===== src/rtl/axis_pkg.sv =====
// Shared constants and elaboration-time helpers for the AXI-Stream FIFO/skid buffer.
package axis_pkg;

    localparam int PKT_CUT = 0;
    localparam int PKT_SAF = 1;

    function automatic int clog2(input int value);
        int result;
        result = 0;
        for (int i = 0; i < 31; i++) begin
            if ((32'sd1 <<< i) < value) begin
                result = i + 32'sd1;
            end
        end
        return result;
    endfunction

    // Level counters must represent 0..DEPTH inclusive.
    function automatic int lvl_width(input int depth);
        return clog2(depth) + 32'sd1;
    endfunction

endpackage


===== src/rtl/axis_fifo_mem.sv =====
// Circular store of {last,data} words; read is asynchronous so a same-cycle write never disturbs the word being read.
module axis_fifo_mem
    import axis_pkg::*;
#(
    parameter int WORD_W = 9,
    parameter int DEPTH  = 4,
    localparam int AW    = clog2(DEPTH)
) (
    input  logic              clk,
    input  logic              reset_n,
    input  logic              wr_en,
    input  logic [WORD_W-1:0] wr_data,
    input  logic              rd_en,
    output logic [WORD_W-1:0] rd_data,
    output logic              empty
);

    logic [WORD_W-1:0] store_r [DEPTH];
    logic [AW-1:0]     wr_ptr_r;
    logic [AW-1:0]     rd_ptr_r;
    logic [AW:0]       count_r;

    // Storage array: data only, no reset needed.
    always_ff @(posedge clk) begin
        if (wr_en) begin
            store_r[wr_ptr_r] <= wr_data;
        end
    end

    // Pointers wrap naturally because DEPTH is a power of two.
    always_ff @(posedge clk or negedge reset_n) begin
        if (!reset_n) begin
            wr_ptr_r <= AW'(0);
            rd_ptr_r <= AW'(0);
            count_r  <= (AW+1)'(0);
        end else begin
            if (wr_en) begin
                wr_ptr_r <= wr_ptr_r + AW'(1);
            end
            if (rd_en) begin
                rd_ptr_r <= rd_ptr_r + AW'(1);
            end
            case ({wr_en, rd_en})
                2'b10:   count_r <= count_r + (AW+1)'(1);
                2'b01:   count_r <= count_r - (AW+1)'(1);
                default: count_r <= count_r;
            endcase
        end
    end

    assign rd_data = store_r[rd_ptr_r];
    assign empty   = (count_r == (AW+1)'(0));

endmodule


===== src/rtl/axis_fifo_skid.sv =====
// AXI-Stream buffer: circular store plus registered output stage, registered s_ready,
// optional store-and-forward packet mode with forced release when the buffer fills.
module axis_fifo_skid
    import axis_pkg::*;
#(
    parameter int DATA_W   = 8,
    parameter int DEPTH    = 4,
    parameter int PKT_MODE = 0,
    localparam int LVL_W   = lvl_width(DEPTH)
) (
    input  logic              clk,
    input  logic              reset_n,
    input  logic [DATA_W-1:0] s_data,
    input  logic              s_valid,
    input  logic              s_last,
    output logic              s_ready,
    output logic [DATA_W-1:0] m_data,
    output logic              m_valid,
    output logic              m_last,
    input  logic              m_ready,
    output logic [LVL_W-1:0]  level,
    output logic [LVL_W-1:0]  pkt_cnt,
    output logic              pkt_overrun
);

    localparam logic [LVL_W-1:0] LVL_ZERO = LVL_W'(0);
    localparam logic [LVL_W-1:0] LVL_ONE  = LVL_W'(1);
    localparam logic [LVL_W-1:0] LVL_FULL = LVL_W'(DEPTH);

    logic              s_ready_r;
    logic [DATA_W-1:0] m_data_r;
    logic              m_valid_r;
    logic              m_last_r;
    logic [LVL_W-1:0]  level_r;
    logic [LVL_W-1:0]  pkt_cnt_r;
    logic              pkt_overrun_r;
    logic              mid_pkt_r;

    logic              accept_s;
    logic              consume_s;
    logic              out_free_s;
    logic              pkt_done_s;
    logic              overrun_s;
    logic              allow_s;
    logic              load_s;
    logic              from_mem_s;
    logic              mem_wr_s;
    logic              mem_empty_s;
    logic [DATA_W:0]   mem_rd_s;
    logic [DATA_W:0]   load_word_s;
    logic [LVL_W-1:0]  level_next_s;
    logic [LVL_W-1:0]  pkt_next_s;

    // Store sized to DEPTH so packet mode can fill completely before a forced release.
    axis_fifo_mem #(
        .WORD_W (DATA_W + 1),
        .DEPTH  (DEPTH)
    ) u_mem (
        .clk     (clk),
        .reset_n (reset_n),
        .wr_en   (mem_wr_s),
        .wr_data ({s_last, s_data}),
        .rd_en   (from_mem_s),
        .rd_data (mem_rd_s),
        .empty   (mem_empty_s)
    );

    // Handshakes, occupancy, packet gating and output-stage load selection.
    always_comb begin
        level_next_s = level_r;
        pkt_next_s   = LVL_ZERO;
        overrun_s    = 1'b0;
        allow_s      = 1'b1;

        accept_s   = s_valid & s_ready_r;
        consume_s  = m_valid_r & m_ready;
        out_free_s = ~m_valid_r | m_ready;
        pkt_done_s = consume_s & m_last_r;

        if (accept_s && !consume_s) begin
            level_next_s = level_r + LVL_ONE;
        end else if (consume_s && !accept_s) begin
            level_next_s = level_r - LVL_ONE;
        end else begin
            level_next_s = level_r;
        end

        if (PKT_MODE == PKT_SAF) begin
            // A full buffer holding no complete packet would deadlock, so release its head.
            overrun_s = out_free_s & ~mid_pkt_r & (level_r == LVL_FULL) & (pkt_cnt_r == LVL_ZERO);
            allow_s   = mid_pkt_r | overrun_s |
                        ((pkt_cnt_r - (pkt_done_s ? LVL_ONE : LVL_ZERO)) != LVL_ZERO);
            case ({accept_s & s_last, pkt_done_s})
                2'b10:   pkt_next_s = pkt_cnt_r + LVL_ONE;
                2'b01:   pkt_next_s = pkt_cnt_r - LVL_ONE;
                default: pkt_next_s = pkt_cnt_r;
            endcase
        end else begin
            overrun_s  = 1'b0;
            allow_s    = 1'b1;
            pkt_next_s = LVL_ZERO;
        end

        // Store head takes priority; bypass only when the store is empty.
        load_s      = out_free_s & allow_s & (~mem_empty_s | accept_s);
        from_mem_s  = load_s & ~mem_empty_s;
        mem_wr_s    = accept_s & ~(load_s & mem_empty_s);
        load_word_s = from_mem_s ? mem_rd_s : {s_last, s_data};
    end

    // Output stage, counters and registered ready.
    always_ff @(posedge clk or negedge reset_n) begin
        if (!reset_n) begin
            m_data_r      <= {DATA_W{1'b0}};
            m_valid_r     <= 1'b0;
            m_last_r      <= 1'b0;
            s_ready_r     <= 1'b0;
            level_r       <= LVL_ZERO;
            pkt_cnt_r     <= LVL_ZERO;
            pkt_overrun_r <= 1'b0;
            mid_pkt_r     <= 1'b0;
        end else begin
            if (load_s) begin
                m_data_r  <= load_word_s[DATA_W-1:0];
                m_last_r  <= load_word_s[DATA_W];
                m_valid_r <= 1'b1;
                mid_pkt_r <= ~load_word_s[DATA_W];
            end else if (out_free_s) begin
                m_data_r  <= {DATA_W{1'b0}};
                m_last_r  <= 1'b0;
                m_valid_r <= 1'b0;
            end else begin
                m_data_r  <= m_data_r;
                m_last_r  <= m_last_r;
                m_valid_r <= m_valid_r;
            end
            level_r       <= level_next_s;
            s_ready_r     <= (level_next_s < LVL_FULL);
            pkt_cnt_r     <= pkt_next_s;
            pkt_overrun_r <= overrun_s & load_s;
        end
    end

    assign s_ready     = s_ready_r;
    assign m_data      = m_data_r;
    assign m_valid     = m_valid_r;
    assign m_last      = m_last_r;
    assign level       = level_r;
    assign pkt_cnt     = pkt_cnt_r;
    assign pkt_overrun = pkt_overrun_r;

endmodule


===== config.mk =====
export PLATFORM = sky130hd
export DESIGN_NAME = axis_fifo_skid
export DESIGN_NICKNAME = d
export VERILOG_FILES = /design/src/rtl/axis_pkg.sv /design/src/rtl/axis_fifo_mem.sv /design/src/rtl/axis_fifo_skid.sv
export SDC_FILE = /design/constraint.sdc
export NUM_CORES = 1
export LEC_CHECK = 0
export BUFFER_PORTS_ARGS = -buffer_cell sky130_fd_sc_hd__buf_2
export CAP_MARGIN = 20
export CORE_ASPECT_RATIO = 1.1
export CORE_UTILIZATION = 61
export DETAILED_ROUTE_END_ITERATION = 10
export HOLD_SLACK_MARGIN = 0.03
export PLACE_DENSITY = 0.92
export SLEW_MARGIN = 0
export SYNTH_ARGS = -nofsm -noshare
export SYNTH_HDL_FRONTEND = slang
export SYNTH_SLANG_ARGS = --single-unit

===== constraint.sdc =====
create_clock -name clk -period 2.8 [get_ports clk]
set_input_delay 0.42 -clock clk [delete_from_list [all_inputs] [get_ports clk]]
set_output_delay 0.42 -clock clk [all_outputs]
set_load 0.01 [all_outputs]

==> results.md, run 1 <==
- GR Util All Layers: 0.245
- Final hold violation count: 0
- Die width: 62.6 um
- Critical R2R Launch: u_mem.count_r[1]
- Vias in the first global route: 1,469
- Total negative slack: 0 ns
- Cell Area, Synth: 0.00246 sq mm
- Utilization after layout: 0.738
- IO buf count: 26
- Placed inst area: 0.00261 sq mm
- Die height: 68.7 um
- Max_slew headroom: 0.539
- Largest family of logic cells by synthesized area: multiplexers
- Nets@finish: 222
- Number of max-cap violations: 0
- Clk buf depth: 2
- Worst setup endpoint: u_mem.count_r[2]
- Most common cell after layout, fill and taps aside: edfxtp_1
- Slowest stage delay, CP: 0.43 ns
- Commonest non-fill, non-tap cells in the layout: edfxtp_1, buf_2, dfrtp_1, nand2_1, nor2_1
- Final setup viols: 0
- Layout cells sized above 1: 0.260
- Status: complete, no violations
- Pleak: 1.11 nW
- Crit. Startpoint: u_mem.count_r[1]
- Slew @ Worst Pin: 0.691 ns
- Post-Syn Instances: 167
- WP depth: 10
- Std cell rows: 23
- Setup slack, reg-to-reg: 0.62 ns
- Hold Crit Class: in -> async
- Max Transition Viols Final: 0
- Mapped Avg Cell Area: 14.8 sq um
- Hold buffer count at cts: 0
- Via count: 1,408
- Crit Path Category: reg -> reg
- Multiplexer share of the synthesized area: 0.0924
- GRT overflow: 0
- Design Area, Final: 0.00276 sq mm
- CTS tree: yes
- Tot Pwr: 0.00286 W
- Sequential fraction of the synthesis area: 0.652
- Initial antenna violation count: 0
- Tmin final: 2.18 ns
- CP startpoint kind: flip-flop
- Yosys warnings: 0
- Post-synthesis compound-gate area fraction: 0.0356
- GP Congestion: 0.774
- Drt pass-1 iters: 4
- HPWL after detailed placement: 3.01 mm
- Full die area: 0.00430 sq mm
- FF/Latch Area: 0.00161 sq mm
- Multi-input gate area in the final layout: 756 sq um
- Fmax: 0.458 GHz
- Worst path required time: 3.04 ns
- Worst skew pair latency: 0.32 ns
- Final ANT Viol Nets: 0
- DRT iter0 DRCs: 84
- R2R depth: 10
- Setup skew after layout: 0.00818 ns
- Largest net degree at the start of global routing: 22
- Area share of xor/xnor cells in the synthesized design: 0.0284
- Data arrival, critical path: 2.42 ns
- PwrDens: 1040 mW/mm^2
- Antenna Cells: 0
- Num ports: 31
- Worst r2r dst: u_mem.count_r[2]
- Period utilization: 0.780
- Top cell family by delay on the critical path: adder cells
- Unrepaired setup endpoints after global routing: false
- DR vias/cell: 5.54
- Yosys cell types: 31
- Crit-path slowest cell: fa_1
- TritonCTS buffer count: 9
- Synthesis-to-finish area growth: 12.1%
- VDD IR max: 0.530 mV
- Global-route wire length before repair: 7.28 mm
- Root Driver: clkbuf_8
- CP Max Fanout: 11
- Setup Fix Bufs, Post-CTS: 0
- Crit-path cells: nor3_2 -> buf_4 -> a21oi_2 -> inv_1 -> ha_1 -> inv_1 -> fa_1 -> xor2_1 -> nor2_1 -> xor2_1
- Sink Count: 57
- Clk pin slew, worst setup/hold paths: 0.06 ns
- Wire per inst: 17.7 um
- Post-CTS Resized: 0
- CP Capture Type: flip-flop
- Synth Area in Simple Gates: 0.0904
- DRC violations left: 0
- WP buf/inv: 3
- Starting density of the core: 0.659
- Final Hold Slack: 0.0512 ns
- Post-synthesis register bit count: 57
- Adder-cell area share of the yosys netlist: 0.0538
- # fillers: 252
- Core Area: 0.00374 sq mm
- Routed WL: 4.50 mm
- H-tree depth: 3
[worst min path at each step]
stage | start | end | slack [ns] | depth (start not counted)
floorplan | reset_n | level[0] | 0.12 | 0
global placement | reset_n | u_mem.wr_ptr_r[1] | 0.39 | 1
detailed placement | reset_n | u_mem.wr_ptr_r[0] | 0.40 | 1
CTS | reset_n | m_data[0] | 0.05 | 1
global route | reset_n | m_data[0] | 0.07 | 1
finish | reset_n | m_data[0] | 0.05 | 1
[sequential cells by signal (all words and copies together) (netlist names)]
name / cells
level: 3
m_data: 8
m_last: 1
m_valid: 1
s_ready: 1
u_mem.count_r: 3
u_mem.rd_ptr_r: 2
u_mem.store_r: 36
u_mem.wr_ptr_r: 2
[worst reg2reg max path: stages (launching register included)]
cell,delay (ns)
dfrtp_1,0.41
nor3_2,0.17
buf_4,0.20
a21oi_2,0.13
inv_1,0.08
ha_1,0.19
inv_1,0.08
fa_1,0.43
xor2_1,0.15
nor2_1,0.11
xor2_1,0.16
[final cells by class]
cell class,count,share of cell area
timing repair buffer,28,0.0526
clock inverter,6,0.00952
inverter,10,0.0136
tap,50,0.0227
multi-input combinational,93,0.274
clock buffer,10,0.0462
sequential,57,0.582
[cell families after synthesis]
group,Yosys count
buf+inv,20
flops,57
xor+xnor,8
other cells,1
simple gates,46
compound gates,14
fa+ha+maj,10
mux,11
[synth_stat cells, drive strengths merged]
master  instances  share of area
edfxtp         36           0.44
dfrtp          21           0.21
nand2          15          0.023
nand3          11          0.024
nor2           11          0.017
inv            10          0.015
a31oi           9          0.023
buf             9          0.029
ha              9          0.046
mux4            9          0.084
and2            5          0.013
xnor2           4          0.014
xor2            4          0.014
o21ai           3         0.0061
a21oi           1         0.0036
a22oi           1         0.0030
clkbuf          1         0.0015
conb            1         0.0015
fa              1         0.0081
mux2            1         0.0046
mux2i           1         0.0041
nand2b          1         0.0025
nor2b           1         0.0025
nor3            1         0.0041
or3             1         0.0046
[routing by layer]
| layer | vias up | part of all wire | track usage |
|---|---|---|---|
| li1 | 654 | - | - |
| met1 | 697 | 0.38 | 0.268 |
| met2 | 47 | 0.54 | 0.447 |
| met3 | 10 | 0.048 | 0.0444 |
| met4 | 0 | 0.025 | 0.169 |
| met5 | - | 0 | 0 |
[power by group]
group	switching [W]	internal, W
Combinational	0.000488	0.000438
Sequential	0.000200	0.00114
Clock	0.000293	0.000307
Total	0.000982	0.00188
[stage by stage]
stage	worst slack [ns]	instances
2_1_floorplan	0.921	170
3_3_place_gp	0.738	238
3_5_place_dp	0.619	238
4_1_cts	0.598	254
5_1_grt	0.466	254
6_report	0.616	254
No activity file was read; power rests on OpenSTA's default activity.
==> run 2: changes to the inputs <==
--- a/config.mk
+++ b/config.mk
@@ -8,10 +8,10 @@
 export BUFFER_PORTS_ARGS = -buffer_cell sky130_fd_sc_hd__buf_2
 export CAP_MARGIN = 20
 export CORE_ASPECT_RATIO = 1.1
-export CORE_UTILIZATION = 61
+export CORE_UTILIZATION = 57
 export DETAILED_ROUTE_END_ITERATION = 10
 export HOLD_SLACK_MARGIN = 0.03
-export PLACE_DENSITY = 0.92
+export PLACE_DENSITY = 0.88
 export SLEW_MARGIN = 0
 export SYNTH_ARGS = -nofsm -noshare
 export SYNTH_HDL_FRONTEND = slang
==> constraint.sdc (replaced) <==
create_clock -name clk -period 2.3 [get_ports clk]
set_input_delay 0.345 -clock clk [delete_from_list [all_inputs] [get_ports clk]]
set_output_delay 0.345 -clock clk [all_outputs]
set_load 0.01 [all_outputs]
==> run 2 against run 1 <==
- wire length rose by 3.8%
- clock power rose by 47%
- flip-flop and latch count did not move
- sequential share of layout area fell by 1.3 points
- maximum frequency rose by 3.9%
- design area rose by 2.2%
- global-route usage fell by 0.65 points
- clock skew barely moved
- worst hold slack improved by 0.20 ns
- register-to-register slack got worse by 0.42 ns
- total power rose by 28%
==> results.md, run 2 (synthesis results as in run 1) <==
- Setup Fix Bufs, Post-CTS: 0
- CP startpoint kind: flip-flop
- CP Max Fanout: 11
- Core Area: 0.00405 sq mm
- Global-route wire length before repair: 7.63 mm
- Initial antenna violation count: 0
- PwrDens: 1300 mW/mm^2
- Synthesis-to-finish area growth: 14.6%
- Largest net degree at the start of global routing: 22
- CP Capture Type: flip-flop
- Drt pass-1 iters: 4
- GR Util All Layers: 0.239
- Placed inst area: 0.00263 sq mm
- Vias in the first global route: 1,575
- Commonest non-fill, non-tap cells in the layout: edfxtp_1, buf_2, dfrtp_1, nand2_1, nor2_1
- Unrepaired setup endpoints after global routing: false
- Std cell rows: 24
- Number of flip-flops in the largest register: 36
- Period utilization: 0.914
- Root Driver: clkbuf_8
- Starting density of the core: 0.608
- DRT iter0 DRCs: 76
- Setup skew after layout: 0.00812 ns
- TritonCTS buffer count: 9
- Largest register by flop count: u_mem.store_r
- Via count: 1,465
- Sink Count: 57
- Status: complete, no violations
- Final setup viols: 0
- IO buf count: 26
- Final ANT Viol Nets: 0
- HPWL after detailed placement: 3.26 mm
- Pleak: 1.14 nW
- Fmax: 0.476 GHz
- Worst skew pair latency: 0.33 ns
- VDD IR max: 0.604 mV
- Antenna Cells: 0
- Final hold violation count: 0
- Layout cells sized above 1: 0.266
- Total negative slack: 0 ns
- Die height: 71.0 um
- Die width: 64.7 um
- Max Transition Viols Final: 0
- Hold Crit Class: in -> reg
- DR vias/cell: 5.66
- # fillers: 271
- GRT overflow: 0
- Crit Path Category: reg -> reg
- CTS tree: yes
- Clk pin slew, worst setup/hold paths: 0.06 ns
- Number of max-cap violations: 0
- Full die area: 0.00459 sq mm
- Routed WL: 4.67 mm
- Post-place setup slack: 0.217 ns
- Data arrival, critical path: 2.31 ns
- Slew @ Worst Pin: 0.508 ns
- Post-route setup slack: 0.197 ns
- GP Congestion: 0.829
- Design Area, Final: 0.00282 sq mm
- Max_slew headroom: 0.661
- H-tree depth: 3
- Clk buf depth: 2
- Num ports: 31
- Hold buffer count at cts: 1
- Post-CTS Resized: 0
- Wire per inst: 18.0 um
- Worst path required time: 2.51 ns
- DRC violations left: 0
- Nets@finish: 225
- Most common cell after layout, fill and taps aside: edfxtp_1
- Tmin final: 2.10 ns
-- run 2: per-stage QoR --
stage               total power (W)  hold WS (ns)   util  cells
finish                      0.00368         0.252  0.696    259
global route                0.00390         0.247  0.696    259
CTS                         0.00371         0.237  0.696    259
detailed placement          0.00282         0.336  0.648    242
global placement            0.00269         0.317  0.648    242
floorplan                   0.00244        0.0494      -    170
-- run 2: worst paths after layout --
check,start,endpoint,slack [ns],cells past startpoint
worst max-delay path,u_mem.count_r[0],u_mem.count_r[2],0.20,8
worst max register to register,u_mem.count_r[0],u_mem.count_r[2],0.20,8
worst min register to register,u_mem.count_r[2],u_mem.count_r[2],0.53,1
worst min-delay path,s_data[2],u_mem.store_r[1][2],0.25,1
max in group asynchronous,reset_n,u_mem.wr_ptr_r[1],1.43,2
min in group asynchronous,reset_n,m_data[7],0.54,2
-- run 2: per-layer routing --
layer / up-vias / global-route usage / wire, um
li1: 664 / - / -
met1: 737 / 0.275 / 1850
met2: 44 / 0.399 / 2450
met3: 20 / 0.0452 / 170
met4: 0 / 0.170 / 205
met5: - / 0 / 0
-- run 2: layout make-up --
cell class / instances / area, sq um / area share
tap: 52 / 65.1 / 0.0230
timing repair buffer: 31 / 170 / 0.0603
inverter: 10 / 37.5 / 0.0133
multi-input combinational: 93 / 756 / 0.268
sequential: 57 / 1610 / 0.569
clock inverter: 4 / 42.5 / 0.0151
clock buffer: 12 / 145 / 0.0514
-- run 2: power by group --
part           internal [W]  total (W)  switching, W
sequential          0.00138    0.00161      0.000222
clock              0.000521   0.000879      0.000358
combinational      0.000555    0.00119      0.000637
total               0.00246    0.00368       0.00122
-- run 2: critical path, stage by stage, from the launching register on --
cell	delay, ns
dfrtp_1	0.44
or3_4	0.48
and2_1	0.20
ha_1	0.21
inv_1	0.09
fa_1	0.20
xor2_1	0.17
nor2_1	0.07
xor2_1	0.14
